**config.mk**
```make
export PLATFORM = sky130hd
export DESIGN_NAME = fifo_sync_param
export DESIGN_NICKNAME = d
export VERILOG_FILES = /design/src/rtl/fifo_sync_param.sv
export SDC_FILE = /design/constraint.sdc
export NUM_CORES = 1
export LEC_CHECK = 0
export BUFFER_PORTS_ARGS = -buffer_cell sky130_fd_sc_hd__buf_2
export CORE_ASPECT_RATIO = 1.5
export CORE_MARGIN = 3
export CORE_UTILIZATION = 54
export CTS_CLUSTER_DIAMETER = 40
export DETAILED_ROUTE_END_ITERATION = 16
export PLACE_DENSITY = 0.75
export SLEW_MARGIN = 40
export SYNTH_ARGS = -nofsm -noshare
export SYNTH_HDL_FRONTEND = slang
export SYNTH_SLANG_ARGS = --single-unit
```
**constraint.sdc**
```tcl
create_clock -name clk -period 3.44 [get_ports clk]
set_input_delay 0.172 -clock clk [delete_from_list [all_inputs] [get_ports clk]]
set_output_delay 0.172 -clock clk [all_outputs]
set_load 0.005 [all_outputs]
```
**src/rtl/fifo_sync_param.sv**
```systemverilog
// -----------------------------------------------------------------------------
// fifo_sync_param
//   Parametrised single-clock FIFO between bus-side producers and datapath
//   consumers. Offers a registered-output or first-word-fall-through read port,
//   a fill count, programmable almost-full/almost-empty levels, a synchronous
//   flush and sticky overflow/underflow flags.
//
// Parameters
//   DATA_W    data word width in bits
//   ADDR_W    address width, DEPTH = 2**ADDR_W words (ADDR_W >= 1)
//   FWFT      0 = registered output, 1 = first-word-fall-through
//   AF_LEVEL  o_almost_full  when count >= AF_LEVEL
//   AE_LEVEL  o_almost_empty when count <= AE_LEVEL
//
// Ports
//   clk              rising-edge clock
//   rst              asynchronous, active-high reset
//   i_flush          synchronous clear of pointers, count and data_out
//   i_err_clr        synchronous clear of the sticky error flags
//   i_wr / i_data_in write request and write data
//   i_rd             read (pop) request
//   o_data_out       read data
//   o_full/o_empty   count == DEPTH / count == 0
//   o_almost_full    count >= AF_LEVEL
//   o_almost_empty   count <= AE_LEVEL
//   o_count          words stored, 0..DEPTH
//   o_overflow       sticky: write attempted while full and not popping
//   o_underflow      sticky: read attempted while empty
// -----------------------------------------------------------------------------
module fifo_sync_param #(
   parameter int DATA_W   = 32,
   parameter int ADDR_W   = 3,
   parameter bit FWFT     = 1'b0,
   parameter int AF_LEVEL = 2**ADDR_W - 1,
   parameter int AE_LEVEL = 1
) (
   input  logic              clk,
   input  logic              rst,
   input  logic              i_flush,
   input  logic              i_err_clr,
   input  logic              i_wr,
   input  logic [DATA_W-1:0] i_data_in,
   input  logic              i_rd,
   output logic [DATA_W-1:0] o_data_out,
   output logic              o_full,
   output logic              o_empty,
   output logic              o_almost_full,
   output logic              o_almost_empty,
   output logic [ADDR_W:0]   o_count,
   output logic              o_overflow,
   output logic              o_underflow
);

   localparam int              DEPTH   = 2**ADDR_W;
   localparam logic [ADDR_W:0] C_DEPTH = {1'b1, {ADDR_W{1'b0}}};
   localparam logic [ADDR_W:0] C_AF    = AF_LEVEL[ADDR_W:0];
   localparam logic [ADDR_W:0] C_AE    = AE_LEVEL[ADDR_W:0];

   logic [DATA_W-1:0] r_mem [DEPTH];
   logic [ADDR_W:0]   r_wr_ptr;
   logic [ADDR_W:0]   r_rd_ptr;
   logic [ADDR_W:0]   r_count;
   logic              r_overflow;
   logic              r_underflow;

   logic              w_empty;
   logic              w_full;
   logic              w_rd_en;
   logic              w_wr_en;
   logic              w_rd_commit;
   logic              w_wr_commit;
   logic [DATA_W-1:0] w_head;

   // Status is decoded from the registered count, so every flag is glitch-free
   // across pointer wrap.
   assign w_empty = (r_count == '0);
   assign w_full  = (r_count == C_DEPTH);

   // A write into a full FIFO is accepted when the same cycle pops a word.
   assign w_rd_en = i_rd && !w_empty;
   assign w_wr_en = i_wr && (!w_full || w_rd_en);

   // Flush wins over both ports: accepted requests are simply dropped.
   assign w_rd_commit = w_rd_en && !i_flush;
   assign w_wr_commit = w_wr_en && !i_flush;

   assign w_head = r_mem[r_rd_ptr[ADDR_W-1:0]];

   // NOTE: state registers use non-blocking assignments and an asynchronous
   // reset branch first, so every register sees the pre-edge values.
   always_ff @(posedge clk or posedge rst) begin
      if (rst) begin
         r_wr_ptr <= '0;
         r_rd_ptr <= '0;
         r_count  <= '0;
      end else if (i_flush) begin
         r_wr_ptr <= '0;
         r_rd_ptr <= '0;
         r_count  <= '0;
      end else begin
         if (w_wr_commit) r_wr_ptr <= r_wr_ptr + 1'b1;
         if (w_rd_commit) r_rd_ptr <= r_rd_ptr + 1'b1;
         case ({w_wr_commit, w_rd_commit})
            2'b10:   r_count <= r_count + 1'b1;
            2'b01:   r_count <= r_count - 1'b1;
            default: r_count <= r_count;
         endcase
      end
   end

   // NOTE: the storage array has no reset; pointers and count define which
   // entries are meaningful, so clearing the array would only cost logic.
   always_ff @(posedge clk) begin
      if (w_wr_commit) r_mem[r_wr_ptr[ADDR_W-1:0]] <= i_data_in;
   end

   // Sticky error flags: a new event in the clearing cycle keeps the flag set.
   always_ff @(posedge clk or posedge rst) begin
      if (rst) begin
         r_overflow  <= 1'b0;
         r_underflow <= 1'b0;
      end else begin
         r_overflow  <= (i_wr && !w_wr_en) || (r_overflow  && !i_err_clr);
         r_underflow <= (i_rd &&  w_empty) || (r_underflow && !i_err_clr);
      end
   end

   generate
      if (FWFT) begin : g_fwft
         // Head word is presented directly; zero while nothing is stored.
         assign o_data_out = w_empty ? '0 : w_head;
      end else begin : g_reg
         logic [DATA_W-1:0] r_data_out;

         always_ff @(posedge clk or posedge rst) begin
            if (rst) begin
               r_data_out <= '0;
            end else if (i_flush) begin
               r_data_out <= '0;
            end else if (w_rd_commit) begin
               r_data_out <= w_head;
            end
         end

         assign o_data_out = r_data_out;
      end
   endgenerate

   assign o_full         = w_full;
   assign o_empty        = w_empty;
   assign o_almost_full  = (r_count >= C_AF);
   assign o_almost_empty = (r_count <= C_AE);
   assign o_count        = r_count;
   assign o_overflow     = r_overflow;
   assign o_underflow    = r_underflow;

endmodule
```
==> impl_results.md <==
* # port buffers at 79
* Chip Width at 127 µm
* Worst path cell trace: inv_1 -> ha_1 -> nand3b_1 -> o211ai_1 -> clkbuf_2 -> nor2_4 -> buf_16
* Crit-path slowest cell: nor2_4
* Pre-CTS setup slack at 0.705 ns
* Setup Crit Path Kind: flop to flop
* CP arrival at 2.86 ns
* Clk_lat worst skew at approximately 0.52 ns
* Syn Area/Cell at 16.7 µm²
* WL/cell at 21.7 µm
* Core area at 21700 µm²
* Fmax at 379 MHz
* Post-Syn Area at 11900 µm²
* Fin crit share at 76.7%
* Switching fraction of total power at 24.9%
* Placed insts at 1050
* Max Slew Vio Count at 0
* CP required at 3.66 ns
* Worst-Margin Slew at just under 0.8 ns
* Logic pwr share at 14.8%
* RSZ-0062 raised after global routing: no
* Yosys warns at 0
* Max Cap Violations at 0
* Post-route DRC at 0
* Crit start category: flop
* H-tree depth at 1
* Top-area cell type share of the netlist area at 64.4%
* Worst path max stage delay at approximately 0.48 ns
* GRT Util Overall at 20.3%
* Synth area leader: edfxtp_1
* Net switching power at 2.10 mW
* Count leader, synth: edfxtp_1
* Hold depth at 3
* Synth top area cells: edfxtp_1 (64%), mux2i_1 (11%), dfrtp_1 (9.2%)
* Worst hold path type: input port to flop
* Hold_buf cts at 34
* Rows at 66
* Hold path endpoint: o_count[2]
* First-pass GRT wire length at about 38000 µm
* Post-synthesis cell count at 714
* Worst-case clock buffer depth at 3
* Initial antenna violation count at 0
* Status: complete, no violations
* CTS root buffer: clkbuf_16
* CTS tree: yes
* Tmin final at between 2 and 3 ns
* Final setup TNS at 0 ns
* Setup violators final at 0
* Initial DRC Count at 498
* Worst flop-to-flop path startpoint: o_count[0]
* Pint at 6.33 mW
* Post-synthesis register bit count at 300
* Vias at between 6000 and 7000
* Final HPWL DP at about 15000 µm
* CTS Sinks at 300
* Vias in the first global route at 6896
* Largest net degree at the start of global routing at 44
* Layout area overhead at 16.1%
* Tot Pwr at 8.43 mW
* Post-synth ARST share at between 10 and 15%
* Slew margin rel. at 48.6%
* Top_reg_cell synth: edfxtp_1
* GPL Wtd Cong at 0.771
* Die Area at around 24000 µm²
* GRT met2 Usage at 36.3%
* Initial Utilization at 55.0%
* 1st-pass router iterations at 5
* Max IR drop VDD at around 440 µV
* Final cell count without fillers at approximately 1100
* Fin nets at roughly 890
* Detailed Route WL at ~25000 µm
* Power share of the clock group at 34.6%
* Post-synthesis sequential area ratio at 73.6%
* GRT overflow at 0
* Number of synthesized flops with an enable pin at 256
* Worst r2r path cells at 7
* Share of cells above drive strength 1 at 22.1%
* Final worst slack at 0.803 ns
* Skew final at 0.00831 ns
* Grt met1 use at 25.3%
* Reg-to-reg slack, setup at around 0.8 ns
* Met3 usage at 2.39%
* Worst Min Path Start: i_wr
* Final hold vios at 0
* Cell area power density at 608 nW/µm²
* Most frequent cells after synthesis: edfxtp_1 (256), mux2i_1 (131), o22ai_1 (64)
* Post-route ant nets at 0
* CP max FO at 18
* Setup Buffers After CTS at 0
* LEAKAGE at 4.73 nW
* Post-synthesis cell type count at 45
* CTS buffer count at 27
* Critical path endpoint category: flop
* Io pins at 80
* Antenna Cells at 0
* Mapped Nets at roughly 760
* Busiest metal layer after global routing: met2
* Flop pwr share at 50.6%
* Routed vias/inst at 5.88
* Die height at ~190 µm
* Clk slew on worst S/H paths at roughly 0.060 ns
* Reg2reg end: r_mem[4][5]
* Post-cts sizing count at 0
per-stage QoR:
| step | instance area (µm²) | hold slack (ns) | util (%) |
|---|---|---|---|
| after detailed placement | 12700 | 0.330 | 58.3 |
| after global routing | 13900 | 0.0853 | 63.8 |
| after CTS | 13900 | 0.0463 | 63.8 |
| after floorplan | 11900 | 0.271 | - |
| after global placement | 12600 | 0.298 | 57.9 |
| final | 13900 | 0.0582 | 63.8 |
cells by family (layout without fill, tap and decap cells):
kind of cell	count (synthesis)	count (layout)	synth area share, %
and+or+nand+nor	141	141	6.67
buffers and inverters	49	196	3.30
xor gates and xnor gates	5	5	0.367
DFF	300	300	73.6
AOI/OAI and AO/OA	82	82	4.49
adders and majority gates	5	5	0.524
muxes	132	132	11.1
cells in the final DEF (no fill, tap or decap), drive strengths merged, types with 4 or more instances in the layout:
cell / count
dlygate4sd3: 34
nor3: 69
clkbuf: 33
clkinv: 10
o22ai: 64
mux2i: 131
nor2: 45
edfxtp: 256
o21ai: 4
dfrtp: 44
ha: 5
nand2: 7
nand2b: 4
buf: 108
inv: 7
worst max-delay path by stage:
| stage | startpoint | endpoint | slack, ns | depth (start not counted) |
|---|---|---|---|---|
| 6_report | o_count[0] | r_mem[4][5] | 0.80 | 7 |
| 5_1_grt | o_count[0] | r_mem[4][5] | 0.65 | 7 |
| 4_1_cts | o_count[0] | r_mem[6][7] | 0.69 | 6 |
| 3_5_place_dp | o_count[0] | r_mem[6][7] | 0.70 | 6 |
| 3_3_place_gp | o_count[0] | r_mem[6][5] | 0.72 | 5 |
| 2_1_floorplan | o_count[0] | r_mem[0][0] | -0.37 | 5 |
critical path, delay by kind of cell, from the launching register on:
kind,cells,cell delay [ns]
buffers and inverters,3,0.56
AO/OA/AOI/OAI,1,0.26
flip-flops,1,0.46
AND/OR/NAND/NOR,2,0.73
adder cells (fa/ha/maj),1,0.32
layer usage:
metal  share of wire [%]  wire, µm  up-vias
met1                  40      9810     3403
met3                 4.3      1060       46
li1                    -         -     3027
met5                   0         0        -
met2                  53     13100      189
met4                 2.6       631        0
power groups by stage:
stage / logic (mW) / clock network (mW) / registers (mW)
2_1_floorplan: 0.861 / 0 / 4.30
3_3_place_gp: 1.18 / 0 / 4.32
3_5_place_dp: 1.22 / 0 / 4.34
4_1_cts: 1.26 / 2.96 / 4.26
5_1_grt: 1.36 / 3.09 / 4.28
6_report: 1.25 / 2.91 / 4.26
flip-flops by register name, summed over array words and instances (netlist names):
name	count
r_mem	256
o_data_out	32
o_count	4
r_rd_ptr	3
r_wr_ptr	3
o_overflow	1
o_underflow	1
final cells by class:
type                       instances  area (µm²)
clock inverter                    16         159
fill                            1488        7850
tap                              272         340
inverter                           5        18.8
timing repair buffer             143        1030
multi-input combinational        365        2830
clock buffer                      32         704
sequential                       300        8790
Power figures use the tool's default switching activity.
